`src/rtl/dsp48a1_mac_sched.sv`:
```
// dsp48a1_mac_sched: round-robin scheduler sharing one DSP48A1 MAC slice among NREQ requesters
//   clk, reset          : clock, asynchronous active-high reset
//   i_req_valid/last/sub: per-requester beat valid, final-beat flag, subtract flag
//   i_req_a/i_req_b     : packed 18-bit signed operands, requester i at [18i+17:18i]
//   o_req_ready         : per-requester beat accept (one-hot to the granted requester)
//   o_dsp_*             : opmode and operands to the slice, i_dsp_pout is its P output
//   o_res_*             : one-cycle result strobe with id, 48-bit sum and saturating beat count
//   o_busy              : high whenever a job is in flight
module dsp48a1_mac_sched #(
  parameter int NREQ    = 4,
  parameter int ID_W    = 2,
  parameter int DSP_LAT = 3,
  parameter int CNT_W   = 8
) (
  input  logic                 clk,
  input  logic                 reset,
  input  logic [NREQ-1:0]      i_req_valid,
  output logic [NREQ-1:0]      o_req_ready,
  input  logic [NREQ-1:0]      i_req_last,
  input  logic [NREQ-1:0]      i_req_sub,
  input  logic [NREQ*18-1:0]   i_req_a,
  input  logic [NREQ*18-1:0]   i_req_b,
  output logic [1:0]           o_dsp_opmode_x,
  output logic [1:0]           o_dsp_opmode_z,
  output logic                 o_dsp_postadd_sub,
  output logic [17:0]          o_dsp_a,
  output logic [17:0]          o_dsp_b,
  input  logic [47:0]          i_dsp_pout,
  output logic                 o_res_valid,
  output logic [ID_W-1:0]      o_res_id,
  output logic [47:0]          o_res_data,
  output logic [CNT_W-1:0]     o_res_cnt,
  output logic                 o_busy
);
  localparam int DW = $clog2(DSP_LAT + 1);
  typedef enum logic [1:0] {S_IDLE, S_BUSY, S_DRAIN, S_DONE} state_t;
  state_t r_state, w_next;
  logic [ID_W-1:0]  r_rr, r_gnt, w_pick;
  logic [CNT_W-1:0] r_cnt;
  logic [DW-1:0]    r_drain;
  logic             r_first;
  logic             r_res_valid;
  logic [ID_W-1:0]  r_res_id;
  logic [47:0]      r_res_data;
  logic [CNT_W-1:0] r_res_cnt;
  logic             w_any, w_acc, w_last, w_sub;
  logic [17:0]      w_a, w_b;
  // Descending scan so the lowest offset from the RR pointer is the last write and wins.
  always_comb begin
    w_any  = 1'b0;
    w_pick = '0;
    for (int k = NREQ - 1; k >= 0; k--)
      if (i_req_valid[(int'(r_rr) + k) % NREQ]) begin
        w_any  = 1'b1;
        w_pick = ID_W'((int'(r_rr) + k) % NREQ);
      end
  end
  assign w_a    = i_req_a[18*int'(r_gnt) +: 18];
  assign w_b    = i_req_b[18*int'(r_gnt) +: 18];
  assign w_last = i_req_last[r_gnt];
  assign w_sub  = i_req_sub[r_gnt];
  assign w_acc  = (r_state == S_BUSY) && i_req_valid[r_gnt];
  always_ff @(posedge clk or posedge reset)
    if (reset) begin
      r_state     <= S_IDLE;
      r_rr        <= '0;
      r_gnt       <= '0;
      r_cnt       <= '0;
      r_drain     <= '0;
      r_first     <= 1'b0;
      r_res_valid <= 1'b0;
      r_res_id    <= '0;
      r_res_data  <= '0;
      r_res_cnt   <= '0;
    end else begin
      r_state     <= w_next;
      r_res_valid <= 1'b0;
      if (r_state == S_IDLE && w_any) begin
        r_gnt   <= w_pick;
        r_rr    <= (w_pick == ID_W'(NREQ - 1)) ? '0 : w_pick + 1'b1;
        r_cnt   <= '0;
        r_first <= 1'b1;
      end
      if (w_acc) begin
        r_first <= 1'b0;
        if (r_cnt != '1) r_cnt <= r_cnt + 1'b1;
        if (w_last) r_drain <= DW'(DSP_LAT - 1);
      end
      // pout already reflects the last beat on the final drain cycle, so capture it here
      // and the registered strobe lands in the DONE cycle.
      if (r_state == S_DRAIN) begin
        r_drain <= r_drain - 1'b1;
        if (r_drain == '0) begin
          r_res_valid <= 1'b1;
          r_res_id    <= r_gnt;
          r_res_data  <= i_dsp_pout;
          r_res_cnt   <= r_cnt;
        end
      end
    end
  always_comb begin
    w_next = r_state;
    case (r_state)
      S_IDLE:  if (w_any) w_next = S_BUSY;
      S_BUSY:  if (w_acc && w_last) w_next = S_DRAIN;
      S_DRAIN: if (r_drain == '0) w_next = S_DONE;
      default: w_next = S_IDLE;
    endcase
  end
  // Anything other than an accepted beat is HOLD (x=0, z=P), which keeps P unchanged.
  always_comb begin
    o_req_ready       = (r_state == S_BUSY) ? NREQ'(1) << r_gnt : '0;
    o_dsp_opmode_x    = w_acc ? 2'b01 : 2'b00;
    o_dsp_opmode_z    = (w_acc && r_first) ? 2'b00 : 2'b10;
    o_dsp_postadd_sub = w_acc & w_sub;
    o_dsp_a           = w_acc ? w_a : '0;
    o_dsp_b           = w_acc ? w_b : '0;
    o_busy            = r_state != S_IDLE;
  end
  assign o_res_valid = r_res_valid;
  assign o_res_id    = r_res_id;
  assign o_res_data  = r_res_data;
  assign o_res_cnt   = r_res_cnt;
endmodule

```
`config.mk`:
```
export PLATFORM = sky130hd
export DESIGN_NAME = dsp48a1_mac_sched
export DESIGN_NICKNAME = d
export VERILOG_FILES = /design/src/rtl/dsp48a1_mac_sched.sv
export SDC_FILE = /design/constraint.sdc
export NUM_CORES = 1
export LEC_CHECK = 0
export ABC_AREA = 1
export CORE_AREA = 2 2 120 122
export CTS_CLUSTER_SIZE = 16
export DETAILED_ROUTE_END_ITERATION = 8
export DIE_AREA = 0 0 122 124
export PLACE_DENSITY = 0.77
export REMOVE_ABC_BUFFERS = 1
export SYNTH_ARGS = -nofsm -noshare
export SYNTH_HDL_FRONTEND = slang
export SYNTH_SLANG_ARGS = --single-unit
export TNS_END_PERCENT = 5
```
`constraint.sdc`:
```
create_clock -name clk -period 7.9 [get_ports clk]
set_input_delay 2.37 -clock clk [delete_from_list [all_inputs] [get_ports clk]]
set_output_delay 2.37 -clock clk [all_outputs]
set_load 0.03 [all_outputs]
```
==> impl_metrics.json, run 1 <==
{
  "num_rows": 43,
  "clkLatencyLatePin_ns": 0.33,
  "rsz0062_at_grt": "false",
  "routed_wl_mm": 18.8,
  "core-area_um2": 13700,
  "power.density_nw_per_um2": 356,
  "clkPwrFrac_pct": 14.5,
  "endpoint_kind": "output port",
  "dp.cells": 1048,
  "path_clk_slew_ns": 0.06,
  "grt_max_degree": 77,
  "fin_setup_tns_ns": 0,
  "cp.buffers_inverters": 5,
  "fin_worst_skew_ns": 0.00840,
  "drt_iter0_drc": 331,
  "n_antenna_cell": 0,
  "syn2layout_area_growth_pct": 73.9,
  "synth_flop_cell": "dfrtp_1",
  "grt_pass1_wl_mm": 27.2,
  "clockRootBuffer": "clkbuf_16",
  "routedWlPerCell_um": 17.7,
  "drive_gt1_share_pct": 8.03,
  "num_io_pins": 311,
  "fin_crit_ns": 7.02,
  "seq_area_frac_synth_pct": 40.7,
  "grt-ovfl-total": 0,
  "cts.sinks": 76,
  "fmax_mhz": 143,
  "period_share_pct": 88.8,
  "cts_tree": "done",
  "fin_nets": 1091,
  "p_int_mw": 1.48,
  "synth_warnings": 0,
  "final-hold-violation-count": 0,
  "synth_edf_count": 0,
  "dr.pass1.iters": 5,
  "ys_ff_latch": 76,
  "vias": 5230,
  "async_flop_share_pct": 100,
  "post_cts_resized": 0,
  "drcViolationCount": 0,
  "setup_viol": 0,
  "fin_util_pct": 59.2,
  "ant_nets": 0,
  "p_seq_share_pct": 22.8,
  "place.gp.congestion": 0.980,
  "grtUsageTotal_pct": 23.9,
  "status": "finished clean",
  "hold_buffers": 0,
  "path_class": "input pin to output port",
  "crit_fanout": 33,
  "vdd_ir_drop_max_uv": 160,
  "die_x_um": 122,
  "required_ns": 5.53,
  "dp.final_hpwl_mm": 15.0,
  "layout.cells.non_filler": 1064,
  "crit_slowest_cell": "clkdlybuf4s50_1",
  "cts_setup_buffers": 0,
  "worstMarginPinSlew_ns": 0.955,
  "critPathTopFamily": "buffers and inverters",
  "hold_class": "register to register",
  "relSlewSlack_pct": 36.2,
  "io_buffers": 308,
  "yosysUniqueCellTypes": 34,
  "grt_pass1_vias": 5068,
  "die_h_um": 124,
  "antenna_found_initial": 0,
  "avgViaCountPerCell": 4.92,
  "avgSynthCellArea_um2": 7.91,
  "htreeDepth": 3,
  "crit_chain": "clkdlybuf4s50_1, inv_1, o22ai_1, inv_1, nand2_2, nand2_2, buf_12, a31oi_4, clkdlybuf4s50_1",
  "arrival_ns": 4.65,
  "start_util_pct": 34.1,
  "cts_buffers": 9,
  "sw_frac_of_total_pct": 48.8,
  "syn_inst": 591,
  "cap_viol_max_count": 0,
  "switching_power_mw": 1.41,
  "die_area_um2": 15100,
  "comb_power_share_pct": 62.7,
  "cellLeakagePower_nw": 3.41,
  "final_max_slew_viol_count": 0,
  "cpPeakStageDelay_ns": 0.74,
  "cp-start-kind": "input pin",
  "clk_path_buf_depth": 2,
  "synth_area_um2": 4670
}
==> synth_stat cells, drive strengths merged (5+ instances only) <==
master    n  area (um^2)
a21oi     5         36.3
nor2     14         67.6
a31oi    37          532
dfrtp    76         1900
inv      27          101
nand3    22          125
buf      23          175
clkbuf   14         52.6
ha        6         75.1
nand2   300         1150
o21ai    16         80.1
a22oi    38          290
==> logic make-up (layout without fill, tap and decap cells) <==
logic type / after synthesis / count (layout) / share of synthesized area [%]
AND/OR/NAND/NOR: 340 / 340 / 29.2
AO/OA/AOI/OAI: 102 / 102 / 21.0
flip-flops: 76 / 76 / 40.7
buffers and inverters: 64 / 356 / 7.04
adder cells (fa/ha/maj): 6 / 6 / 1.61
XOR/XNOR: 2 / 2 / 0.375
other: 1 / 2 / 0.0802
==> layout make-up <==
| class | instances | area, um^2 |
|---|---|---|
| flip-flops and latches | 76 | 1900 |
| inverters | 27 | 103 |
| multi-input cells | 452 | 2460 |
| clock inverters | 6 | 71.3 |
| fillers | 1177 | 5590 |
| clock buffers | 10 | 239 |
| well taps | 180 | 225 |
| repair buffers | 313 | 3120 |
==> layout by cell type (no fill, tap or decap), types with 2 or more instances in the layout <==
cell type	n
xor2_1	2
nor2_4	3
a21oi_1	4
nand3_1	19
nor3_1	3
inv_2	5
o21ai_1	4
o21ai_0	12
clkinv_2	2
nand2_2	8
clkbuf_16	9
a31oi_1	17
nor2_1	8
o21a_1	2
nand2_1	291
inv_1	21
dfrtp_1	76
a31oi_4	20
ha_1	6
a22oi_1	37
nand3_2	3
buf_4	8
nor2_2	3
conb_1	2
clkdlybuf4s50_1	304
==> worst register-to-register path: cells and delay by family (launching register included) <==
family | cells | cell delay [ns]
flip-flops | 1 | 0.51
buffers and inverters | 1 | 0.22
AND/OR/NAND/NOR | 5 | 1.33
AO/OA/AOI/OAI | 2 | 0.25
==> power by group through the flow <==
stage	sequential [mW]	clock [mW]	combinational, mW
floorplan	0.915	0	0.823
global placement	0.662	0	1.81
detailed placement	0.666	0	1.83
CTS	0.661	0.430	1.83
global route	0.680	0.455	1.96
finish	0.660	0.421	1.81
==> per-layer routing <==
| layer | global-route usage, % | share of wire [%] |
|---|---|---|
| met5 | 0 | 0 |
| met4 | 12.1 | 4.5 |
| met3 | 6.73 | 9.1 |
| met2 | 41.2 | 49 |
| met1 | 27.3 | 37 |
==> through the flow <==
stage | power [mW] | area (um^2) | setup WS, ns | hold slack [ns]
2_1_floorplan | 1.74 | 4450 | 1.41 | 0.446
3_3_place_gp | 2.47 | 7820 | 0.893 | 0.460
3_5_place_dp | 2.49 | 7820 | 0.867 | 0.464
4_1_cts | 2.92 | 8130 | 0.864 | 0.479
5_1_grt | 3.09 | 8130 | 0.733 | 0.490
6_report | 2.90 | 8130 | 0.884 | 0.474
==> flip-flops by register name, indices dropped and copies added (netlist names) <==
signal       flops
r_cnt            8
r_rr             2
o_res_id         2
r_drain          2
o_res_data      48
r_first          1
o_res_valid      1
o_res_cnt        8
r_gnt            2
r_state          2
==> final timing paths <==
check                                             end  slack (ns)  cells past startpoint                  startpoint
max                                        o_dsp_b[7]        0.88                      9              i_req_valid[3]
min in group asynchronous   o_res_data[8]$_DFFE_PP0P_        2.62                      3                       reset
min                        o_res_data[32]$_DFFE_PP0P_        0.47                      2  o_res_data[32]$_DFFE_PP0P_
max in group asynchronous      r_drain[1]$_DFFE_PP0P_        4.66                      3                       reset
min reg2reg                o_res_data[32]$_DFFE_PP0P_        0.47                      2  o_res_data[32]$_DFFE_PP0P_
max reg2reg                        r_cnt[5]$_DFF_PP0_        5.48                      8        r_gnt[1]$_DFFE_PP0P_
Note: power is estimated with default switching activity, not from simulation.
==> run 2, diff against run 1 <==
--- a/config.mk
+++ b/config.mk
@@ -6,8 +6,9 @@
 export NUM_CORES = 1
 export LEC_CHECK = 0
 export ABC_AREA = 1
+export CAP_MARGIN = 10
 export CORE_AREA = 2 2 120 122
-export CTS_CLUSTER_SIZE = 16
+export CTS_CLUSTER_SIZE = 25
 export DETAILED_ROUTE_END_ITERATION = 8
 export DIE_AREA = 0 0 122 124
 export PLACE_DENSITY = 0.77
==> results of run 2 <==
Same layout as run 1: the final DEF is identical, and so are final timing and power.
